==> src/rtl/fifo_stream.sv <==
// Single-clock elastic buffer with valid/ready ports and first-word-fall-through read data.
// Supports any depth, fill level and watermark outputs, programmable almost flags, and synchronous flush.
module fifo_stream #(
   parameter  int DataWidth       = 8,
   parameter  int Depth           = 16,
   parameter  int AlmostFullThr   = Depth - 2,
   parameter  int AlmostEmptyThr  = 2,
   localparam int LW              = $clog2(Depth + 1)
) (
   input  logic                 clk_i,
   input  logic                 reset_ni,
   input  logic                 flush_i,
   input  logic                 wvalid_i,
   output logic                 wready_o,
   input  logic [DataWidth-1:0] data_i,
   output logic                 rvalid_o,
   input  logic                 rready_i,
   output logic [DataWidth-1:0] data_o,
   output logic [LW-1:0]        level_o,
   output logic [LW-1:0]        max_level_o,
   output logic                 is_full_o,
   output logic                 is_empty_o,
   output logic                 almost_full_o,
   output logic                 almost_empty_o
);

   localparam int PW = $clog2(Depth);

   logic [PW-1:0]        wr_ptr_q, wr_ptr_d;
   logic [PW-1:0]        rd_ptr_q, rd_ptr_d;
   logic [LW-1:0]        level_q, level_d;
   logic [LW-1:0]        max_level_q, max_level_d;
   logic [DataWidth-1:0] mem_q [Depth];
   logic                 push, pop;

   // All flags decode the registered level only, so ready/valid never depend on the opposite port.
   assign is_full_o      = (level_q == LW'(Depth));
   assign is_empty_o     = (level_q == '0);
   assign almost_full_o  = (level_q >= LW'(AlmostFullThr));
   assign almost_empty_o = (level_q <= LW'(AlmostEmptyThr));
   assign wready_o       = !is_full_o;
   assign rvalid_o       = !is_empty_o;
   assign level_o        = level_q;
   assign max_level_o    = max_level_q;
   assign data_o         = mem_q[rd_ptr_q];

   assign push = wvalid_i & wready_o;
   assign pop  = rvalid_o & rready_i;

   always_comb begin
      wr_ptr_d    = wr_ptr_q;
      rd_ptr_d    = rd_ptr_q;
      level_d     = level_q;
      max_level_d = max_level_q;
      if (flush_i) begin
         wr_ptr_d    = '0;
         rd_ptr_d    = '0;
         level_d     = '0;
         max_level_d = '0;
      end else begin
         // Explicit wrap keeps non-power-of-two depths correct.
         if (push) begin
            wr_ptr_d = (wr_ptr_q == PW'(Depth - 1)) ? '0 : wr_ptr_q + PW'(1);
         end
         if (pop) begin
            rd_ptr_d = (rd_ptr_q == PW'(Depth - 1)) ? '0 : rd_ptr_q + PW'(1);
         end
         case ({push, pop})
            2'b10:   level_d = level_q + LW'(1);
            2'b01:   level_d = level_q - LW'(1);
            default: level_d = level_q;
         endcase
         max_level_d = (level_d > max_level_q) ? level_d : max_level_q;
      end
   end

   always_ff @(posedge clk_i or negedge reset_ni) begin
      if (!reset_ni) begin
         wr_ptr_q    <= '0;
         rd_ptr_q    <= '0;
         level_q     <= '0;
         max_level_q <= '0;
      end else begin
         wr_ptr_q    <= wr_ptr_d;
         rd_ptr_q    <= rd_ptr_d;
         level_q     <= level_d;
         max_level_q <= max_level_d;
      end
   end

   // Storage carries no reset; a push racing a flush is dropped.
   always_ff @(posedge clk_i) begin
      if (push && !flush_i) begin
         mem_q[wr_ptr_q] <= data_i;
      end
   end

   a_level_bound: assert property (@(posedge clk_i) disable iff (!reset_ni)
      level_q <= LW'(Depth));
   a_push_ready: assert property (@(posedge clk_i) disable iff (!reset_ni)
      push |-> (wvalid_i && !is_full_o));
   a_pop_valid: assert property (@(posedge clk_i) disable iff (!reset_ni)
      pop |-> (rready_i && !is_empty_o));

endmodule

==> config.mk <==
export PLATFORM = sky130hd
export DESIGN_NAME = fifo_stream
export DESIGN_NICKNAME = d
export VERILOG_FILES = /design/src/rtl/fifo_stream.sv
export SDC_FILE = /design/constraint.sdc
export NUM_CORES = 1
export LEC_CHECK = 0
export CAP_MARGIN = 20
export CELL_PAD_IN_SITES_DETAIL_PLACEMENT = 1
export CELL_PAD_IN_SITES_GLOBAL_PLACEMENT = 1
export CORE_MARGIN = 2
export CORE_UTILIZATION = 46
export CTS_CLUSTER_DIAMETER = 60
export DETAILED_ROUTE_END_ITERATION = 10
export PLACE_DENSITY_LB_ADDON = 0.1
export SYNTH_ARGS = -nofsm -noshare
export SYNTH_HDL_FRONTEND = slang
export SYNTH_SLANG_ARGS = --single-unit
==> constraint.sdc <==
create_clock -name clk_i -period 4.05 [get_ports clk_i]
set_clock_uncertainty 0.1 [all_clocks]
set_input_delay 0.81 -clock clk_i [delete_from_list [all_inputs] [get_ports clk_i]]
set_output_delay 0.81 -clock clk_i [all_outputs]
set_load 0.02 [all_outputs]
* Word-level counts from Yosys, hierarchy flattened
Memory sizes are Yosys's and may differ from the RTL's. Cells that the tools add are included.
Cells by class: $add $sub $neg 4, magnitude comparators 3, equality and inequality tests 5, mux-type cells 13, bitwise operators 2, reductions and logical operators 8
Operators with widths (count):
- 4-bit 2-to-1 mux | 6
- 5-bit 2-to-1 mux | 4
- 5-bit case mux with 2 select lines | 1
- 4-bit by 1-bit adder with 4-bit output, second input constant | 2
- 4-bit equality test, second input constant | 2
- 2-bit nonzero test | 3
- 5-bit by 1-bit adder with 5-bit output, second input constant | 1
- 5-bit equality test, second input constant | 1
- 5-bit by 4-bit greater-or-equal comparator with 1-bit output, second input constant | 1
- 5-bit greater-than comparator | 1
- 5-bit by 2-bit <= comparator with 1-bit output, second input constant | 1
- 5-bit zero test | 1
- 5-bit by 1-bit subtractor with 5-bit output, second input constant | 1
- 1-bit zero test | 3
- 1-bit bitwise AND | 2
- 2-bit by 1-bit equality test with 1-bit output, second input constant | 1
- 2-bit equality test, second input constant | 1
- 1-bit 2-to-1 mux | 2
- 1-bit logical AND | 1
Word-level totals: bits in registers 18, RAM bits 128, input bits 13, output and inout port bits 24, word-level logic and storage cells 40, memories kept 1
Memories:
- mem_q | words 16, bits a word 8, read ports 1, clocked after memory_dff 0, wr ports 1, RTL line 33 | logic [DataWidth-1:0] mem_q [Depth];

* Logic depth before layout (Yosys ltp)
Gate-level depths: netlist of run 1.
depth in word-level cells 9, mapped depth 16, mapped depth without buffers 16

* Worst setup path after synthesis of run 1
OpenSTA, ideal clock, no wires.
path type reg-to-reg, start reg level_q[1] (netlist: level_o[1]), end reg max_level_q[0] (netlist: max_level_o[0]), library setup time 0.078 ns, arrival 4.019 ns, data required time 3.872 ns, path slack -0.147 ns, stages on the path, launching flop included 17, cells stage by stage dfrtp_1 > or4_1 > o21ai_2 > ha_1 > inv_1 > fa_1 > nand2b_1 > a2111oi_0 > a311oi_1 > a211oi_1 > inv_1 > ha_1 > a21oi_1 > o21ai_0 > o22a_1 > nor2_1 > o2bb2ai_1
Between the ends: word-level cells in the longest chain between the ends 8
Ends and longest elaborated chain:
- start, declared | RTL line 31 | logic [LW-1:0] level_q, level_d;
- start signal, assigned | RTL line 86 | level_q <= level_d;
- 5-bit equality test / 5-bit zero test (equally long branches) | RTL line 37, 38
- 1-bit zero test, on equally long branches | RTL line 41, 42
- 1-bit bitwise AND, on equally long branches | RTL line 47, 48
- 2-bit by 1-bit equality test with 1-bit output / 2-bit equality test (equally long branches) | RTL line 68 | case ({push, pop})
- 5-bit case mux with 2 select lines (*) | RTL line 68
- 5-bit 2-to-1 mux (*) | RTL line 55 | if (flush_i) begin
- 5-bit greater-than comparator / 5-bit 2-to-1 mux (equally long branches) | RTL line 73 | max_level_d = (level_d > max_level_q) ? level_d : max_level_q;
- 2-bit nonzero test (no line) / 5-bit 2-to-1 mux (equally long branches)
- end signal, assigned | RTL line 87 | max_level_q <= max_level_d;
- end, declared | RTL line 32 | logic [LW-1:0] max_level_q, max_level_d;
Every way passes the cells marked *; elsewhere a longest branch is shown, timed or not. The select of a mux whose other input is x is not followed. A chain may end at the register's enable or synchronous reset.

* Final worst setup path of run 1
start reg rd_ptr_q[0], end out data_o[6]
Between the ends: word-level cells in the longest chain between the ends 1
Ends and longest elaborated chain:
- start, declared | RTL line 30 | logic [PW-1:0] rd_ptr_q, rd_ptr_d;
- start signal, assigned | RTL line 85 | rd_ptr_q <= rd_ptr_d;
- memory 16 x 8 bit
- end, declared | RTL line 18 | output logic [DataWidth-1:0] data_o,
Every way passes these cells.

==> results of run 1 <==
==> layout make-up <==
class | instances | area share
diodes | 1 | 0.000327
clock buffers | 17 | 0.0556
clock inverters | 15 | 0.0154
inverters | 20 | 0.00980
multi-input cells | 160 | 0.240
flip-flops and latches | 146 | 0.561
well taps | 176 | 0.0288
repair buffers | 78 | 0.0887
==> cells by family after synthesis <==
logic type / synth area share
DFF: 0.690
and+or+nand+nor: 0.0469
muxes: 0.162
buffers and inverters: 0.0294
AOI/OAI and AO/OA: 0.0328
adders and majority gates: 0.0314
xor gates and xnor gates: 0.00704
==> flip-flops by register name (all words and copies together) (netlist names) <==
name         cells
max_level_o      5
wr_ptr_q         4
level_o          5
mem_q          128
rd_ptr_q         4
==> layer usage <==
layer | part of all wire | global-route usage
met5 | 0 | 0
met4 | 0.021 | 0.0785
met3 | 0.042 | 0.0566
met2 | 0.52 | 0.355
met1 | 0.42 | 0.272
==> report_power, final <==
| part | switching [mW] | internal, mW |
|---|---|---|
| Clock | 0.602 | 0.835 |
| Sequential | 0.0631 | 1.70 |
| Combinational | 0.955 | 0.904 |
| Total | 1.62 | 3.44 |
==> repair_timing <==
action                     4_1_cts  5_1_grt
setup endpoints to repair        5        5
resized for setup                0       15
pin swaps                        1        6
==> layout by cell type, fill, tap and decap left out, types with 2 or more instances in the layout <==
master | Yosys | final
a21oi_1 | 11 | 11
buf_4 | 0 | 41
clkbuf_16 | 0 | 17
clkdlybuf4s50_1 | 0 | 36
clkinv_1 | 0 | 3
clkinv_2 | 0 | 4
clkinvlp_4 | 0 | 4
dfrtp_1 | 18 | 15
dfrtp_2 | 0 | 3
edfxtp_1 | 128 | 128
ha_1 | 14 | 11
ha_4 | 0 | 2
inv_1 | 20 | 20
inv_6 | 0 | 2
mux2i_1 | 3 | 3
mux4_1 | 18 | 18
mux4_2 | 22 | 22
nand2_1 | 15 | 15
nand2b_1 | 5 | 3
nand2b_4 | 0 | 2
nand3_1 | 3 | 3
nor2_1 | 31 | 30
nor3_1 | 6 | 6
o21ai_0 | 4 | 3
o2bb2ai_1 | 5 | 5
xnor2_1 | 2 | 2
xor2_1 | 3 | 3
==> worst max-delay path by stage <==
stage                 from              to  slack [ns]  depth (start not counted)
6_report       rd_ptr_q[0]       data_o[6]        0.20                          4
5_1_grt         level_o[1]  max_level_o[0]        0.07                         16
4_1_cts         level_o[1]  max_level_o[2]       0.002                         16
3_5_place_dp      rready_i  max_level_o[3]       -0.42                         16
3_3_place_gp      rready_i  max_level_o[4]       -0.25                         16
2_1_floorplan   level_o[1]  max_level_o[0]        0.02                         16
==> stage by stage <==
stage	cell area (sq um)	worst slack, ns	power [mW]	TNS [ns]
floorplan	6250	0.0162	2.90	0
global placement	7040	-0.248	3.48	-1.23
detailed placement	7040	-0.422	3.54	-2.07
CTS	7580	0.00228	4.98	0
global route	7650	0.0679	5.32	0
finish	7660	0.201	5.06	0
==> worst max-delay path, delay by kind of cell, from the launching register on <==
kind	cells	cell delay, ns
multiplexers	2	1.14
flip-flops	1	0.55
buffers and inverters	2	0.82
==> results by group, run 1 <==
Cells and area
  • Layout fillers: ~1,200
  • Final Util: 0.578
  • Layout cells sized above 1: 0.257
  • Final Non-Filler Cells: 613
  • Multi-input logic area: 1840 sq um
  • FF/Latch Area: 4300 sq um
  • Layout net count: 451
  • Layout area overhead: 23.1%

Route
  • Routed wire length: 14,100 microns
  • Residual DRC: 0
  • First-pass iteration count of the detailed router: 4
  • Vias: 3,384
  • Number of routed nets with antenna violations: 0
  • Iteration-0 DRC Markers: 237
  • Vias/cell: 5.52
  • Post-DR wirelength/cell: around 23 microns

Worst hold path
  • Hold_sp: max_level_o[2]
  • Hold depth: 1
  • Hold Path Class: reg2reg
  • WHS Endpoint: max_level_o[2]

Global routing
  • Largest net degree at the start of global routing: 37
  • Total congestion overflow: 0
  • Total track usage: 0.213
  • Initial antenna violation count: 1
  • Global-route wire length before repair: 21,900 microns
  • Vias in the first global route: 3,702

Yosys
  • Synth cell count leaders: edfxtp_1 (128), nor2_1 (31), mux4_2 (22), inv_1 (20)
  • Sequential fraction of the synthesis area: 0.690
  • Synth top area cells: edfxtp_1 (62%), mux4_2 (8.0%), mux4_1 (7.6%)
  • Yosys top cell area share: 0.618
  • Syn Std Cell Area: roughly 6200 sq um
  • YS warnings: 0
  • Number of synthesized flops with an enable pin: 128
  • Synth unique cells: 39
  • Synth Net Count: 367
  • Asr flop ratio synth: 0.123
  • Average cell area after synthesis: 18.4 sq um
  • Most common flop cell mapped by yosys: edfxtp_1
  • #FFs+latches synth: 146
  • Most common cell in the netlist: edfxtp_1
  • Yosys top cell by area: edfxtp_1
  • Syn Inst Count: about 340

Setup path
  • Critical path fanouts, max: 9
  • R2r startpoint: level_o[1]
  • CP Class: reg2out
  • Cell Chain, Critical Path: buf_4, mux4_1, mux4_2, clkdlybuf4s50_1
  • R2r setup slk: 0.24 ns
  • Slowest stage delay, CP: 0.61 ns
  • WP data required: ~3.1 ns
  • CP Launch Type: flip-flop
  • CP max-delay cell: mux4_1
  • Worst r2r dst: max_level_o[2]
  • Worst path arrival time: 2.94 ns
  • Worst r2r path cells: 15
  • CP Capture Type: primary output

Timing
  • Max Slew Vio Count: 0
  • Fmax: 260 MHz
  • Hold Fails Final Rpt: 0
  • Fin crit period: 3.85 ns
  • RSZ-0062 raised after global routing: false
  • Relative slew margins: 0.457
  • Worst Tran Pin Value: a little over 0.8 ns
  • Final setup vio count: 0
  • Final worst-path cycle share: 0.950
  • Hold_ws: 0.428 ns

Pwr
  • Pwr Density: 661 nW/um^2
  • Peak VDD IR: 0.000585 V
  • Leak: around 2.7 nW

Die
  • Cell Rows: 42
  • Die height: 120 microns
  • Initial Util: 0.470
  • Die X: around 120 microns
  • Area of the core: ~13,000 sq um
  • Die area: around 14,000 sq um
  • Num ports: 37

CTS
  • Setup Fix Bufs, Post-CTS: 0
  • Inserted Clock Buffers: 17
  • H-tree Lvls: 4
  • Root buffer selected by CTS: clkbuf_16
  • Hold_buf cts: 0
  • CTS tree: yes
  • CTS max path bufs: 2
  • Clk_lat worst skew: roughly 0.42 ns
  • Clk pin slew, worst setup/hold paths: 0.06 ns
  • Sink Count: roughly 150

Outcome
  • Status: complete, no violations

Placed design
  • Placed Instances: 580
  • Port bufs: 36
  • GPL Wtd Cong: roughly 0.85
  • Dpl hpwl: 9820 microns

Run
  • # Max-Cap Violations: 0
Note: power is estimated with default switching activity, not from simulation.
==> run 2: changes to the inputs <==
PLACE_DENSITY = 0.73   (was default)
PLACE_DENSITY_LB_ADDON = default   (was 0.1)
SKIP_LAST_GASP = 1   (was default)
==> results by group, run 2 (synthesis gave the netlist of run 1 again) <==
Setup path
  • WP data required: 3.14 ns (about the same)
  • Worst path arrival time: 2.99 ns (+0.05 ns)
  • Cell Chain, Critical Path: buf_4, mux4_1, mux4_2, clkdlybuf4s50_1
  • CP Launch Type: flip-flop
  • CP Class: reg2out
  • CP max-delay cell: dfrtp_2
  • Slowest stage delay, CP: 0.62 ns (about the same)
  • CP Capture Type: primary output
  • Critical path fanouts, max: 14 (+5)

CTS
  • CTS tree: yes
  • Root buffer selected by CTS: clkbuf_16
  • CTS max path bufs: 2 (unchanged)
  • Hold_buf cts: 0 (unchanged)
  • Clk pin slew, worst setup/hold paths: 0.06 ns (about the same)
  • H-tree Lvls: 4 (unchanged)
  • Clk_lat worst skew: 0.42 ns (about the same)
  • Sink Count: 146 (unchanged)
  • Inserted Clock Buffers: 17 (unchanged)

Pwr
  • Peak VDD IR: 0.000582 V (-0.56%)
  • Sw frac: 0.315 (-0.00490)
  • Gate power share: 0.370 (+0.003)
  • Clock power frac: 0.295 (+0.011)
  • Sequential share of power: 0.335 (-0.014)
  • Pwr Density: 683 nW/um^2 (+3.3%)
  • Net Switching: 1.67 mW (+3.1%)
  • Int Power: 3.63 mW (+5.4%)
  • Leak: 2.71 nW (+1.6%)

Timing
  • Worst Tran Pin Value: 0.868 ns (+0.0528 ns)
  • Fmax: 257 MHz (-1.2%)
  • Max Slew Vio Count: 0 (unchanged)
  • Relative slew margins: 0.421 (-0.0352)
  • Hold Fails Final Rpt: 0 (unchanged)
  • Final setup vio count: 0 (unchanged)
  • Fin crit period: 3.90 ns (+0.0473 ns)
  • Final worst-path cycle share: 0.962 (+0.0117)

Route
  • Vias: 3,379 (-0.15%)
  • Post-DR wirelength/cell: 22.8 microns (-1.1%)
  • Iteration-0 DRC Markers: 195 (-18%)
  • Vias/cell: 5.51 (-0.15%)
  • Residual DRC: 0 (unchanged)
  • First-pass iteration count of the detailed router: 4 (unchanged)
  • Routed wire length: 14,000 microns (-1.1%)
  • Number of routed nets with antenna violations: 0 (unchanged)

Cells and area
  • Layout net count: 452 (+0.22%)
  • ANT cells: 0 (-1)
  • Commonest non-fill, non-tap cell in the layout: edfxtp_1
  • Commonest cells after routing, fill and taps aside: edfxtp_1 (128), buf_4 (41), clkdlybuf4s50_1 (36)
  • Layout fillers: 1,240 (+1.1%)
  • Reg with most FFs: mem_q
  • Final Non-Filler Cells: 613 (unchanged)
  • Final Util: 0.586 (+0.00756)
  • Max reg flops: 128 (unchanged)
  • Layout area overhead: 24.7%
  • Layout cells sized above 1: 0.270 (+0.0131)

Die
  • Die height: 120 microns (unchanged)
  • Initial Util: 0.470 (unchanged)
  • Die X: 120 microns (unchanged)
  • Die area: 14,500 sq um (unchanged)
  • Area of the core: 13,200 sq um (unchanged)
  • Cell Rows: 42 (unchanged)
  • Num ports: 37 (unchanged)

Placed design
  • Dpl hpwl: 9090 microns (-7.5%)
  • Port bufs: 36 (unchanged)
  • GPL Wtd Cong: 0.780 (-8.1%)
  • Placed Instances: 579 (-0.17%)

Worst hold path
  • Hold Path Class: reg2reg

Global routing
  • Largest net degree at the start of global routing: 23 (-38%)
  • Vias in the first global route: 3,722 (+0.54%)
  • Total track usage: 0.209 (-0.00434)
  • Total congestion overflow: 0 (unchanged)
  • Global-route wire length before repair: 21,500 microns (-1.6%)
  • Initial antenna violation count: 0 (-1)

Run
  • # Max-Cap Violations: 0 (unchanged)

Outcome
  • Status: complete, no violations
[run 2: cell types whose count changed in the layout (fill, tap and decap cells not counted), moves of 2 or more]
cell	change
bufinv_16	+2
clkbuf_1	+2
clkinv_1	-3
o2bb2ai_1	-5
o2bb2ai_2	+5
[run 2: critical path: cells and delay by family, from the launching register on]
family | cells | cell delay (ns)
buf+inv | 2 | 0.86
flops | 1 | 0.62
mux | 2 | 1.08
[run 2: path summary, 6_finish.rpt]
path                                startpoint             end  cells past startpoint  slack (ns)
worst max register to register      level_o[0]  max_level_o[2]                     16        0.19
worst min-delay path            max_level_o[3]  max_level_o[3]                      1        0.44
worst min register to register  max_level_o[3]  max_level_o[3]                      1        0.44
min in group asynchronous             reset_ni  max_level_o[3]                      1        0.77
worst max-delay path               rd_ptr_q[0]       data_o[1]                      4        0.15
max in group asynchronous             reset_ni      level_o[0]                      1        2.50
[run 2: stage by stage]
stage	worst slack [ns]	power, mW	hold slack [ns]	TNS [ns]	instance area, sq um
after floorplan	0.0162	2.90	0.393	0	6250
after global placement	-0.344	3.49	0.415	-1.71	7040
after detailed placement	-0.532	3.53	0.411	-2.62	7040
after CTS	0.00219	5.18	0.427	0	7680
after global routing	-0.00241	5.54	0.453	-0.00241	7760
final	0.154	5.30	0.436	0	7760
[run 2: layout make-up]
type                    count  area, sq um  area share
repair buffers             79          699      0.0902
flip-flops and latches    146         4300       0.554
clock buffers              19          433      0.0558
clock inverters            13          159      0.0205
well taps                 176          220      0.0284
multi-input cells         160         1870       0.241
inverters                  20         75.1     0.00968
[run 2: routing by layer]
layer  global-route usage  wire [microns]  vias to the layer above
li1                     -               -                     1520
met1                0.262            5740                     1732
met2                0.349            7240                      105
met3               0.0434             679                       22
met4                0.101             310                        0
met5                    0               0                        -
[run 2: power by group through the flow]
stage / sequential, mW / combinational (mW) / clock, mW
final: 1.78 / 1.96 / 1.56
after global routing: 1.79 / 2.11 / 1.64
after CTS: 1.77 / 1.82 / 1.58
after detailed placement: 1.80 / 1.73 / 0
after global placement: 1.80 / 1.69 / 0
after floorplan: 1.82 / 1.08 / 0
[run 2: what timing repair did]
item / CTS / global route
gates resized for setup: 8 / 12
cloned: 0 / 0
hold endpoints to repair: 0 / 0
setup endpoints to repair: 5 / 5
pin swaps: 5 / 9
buffers inserted: 1 / 1
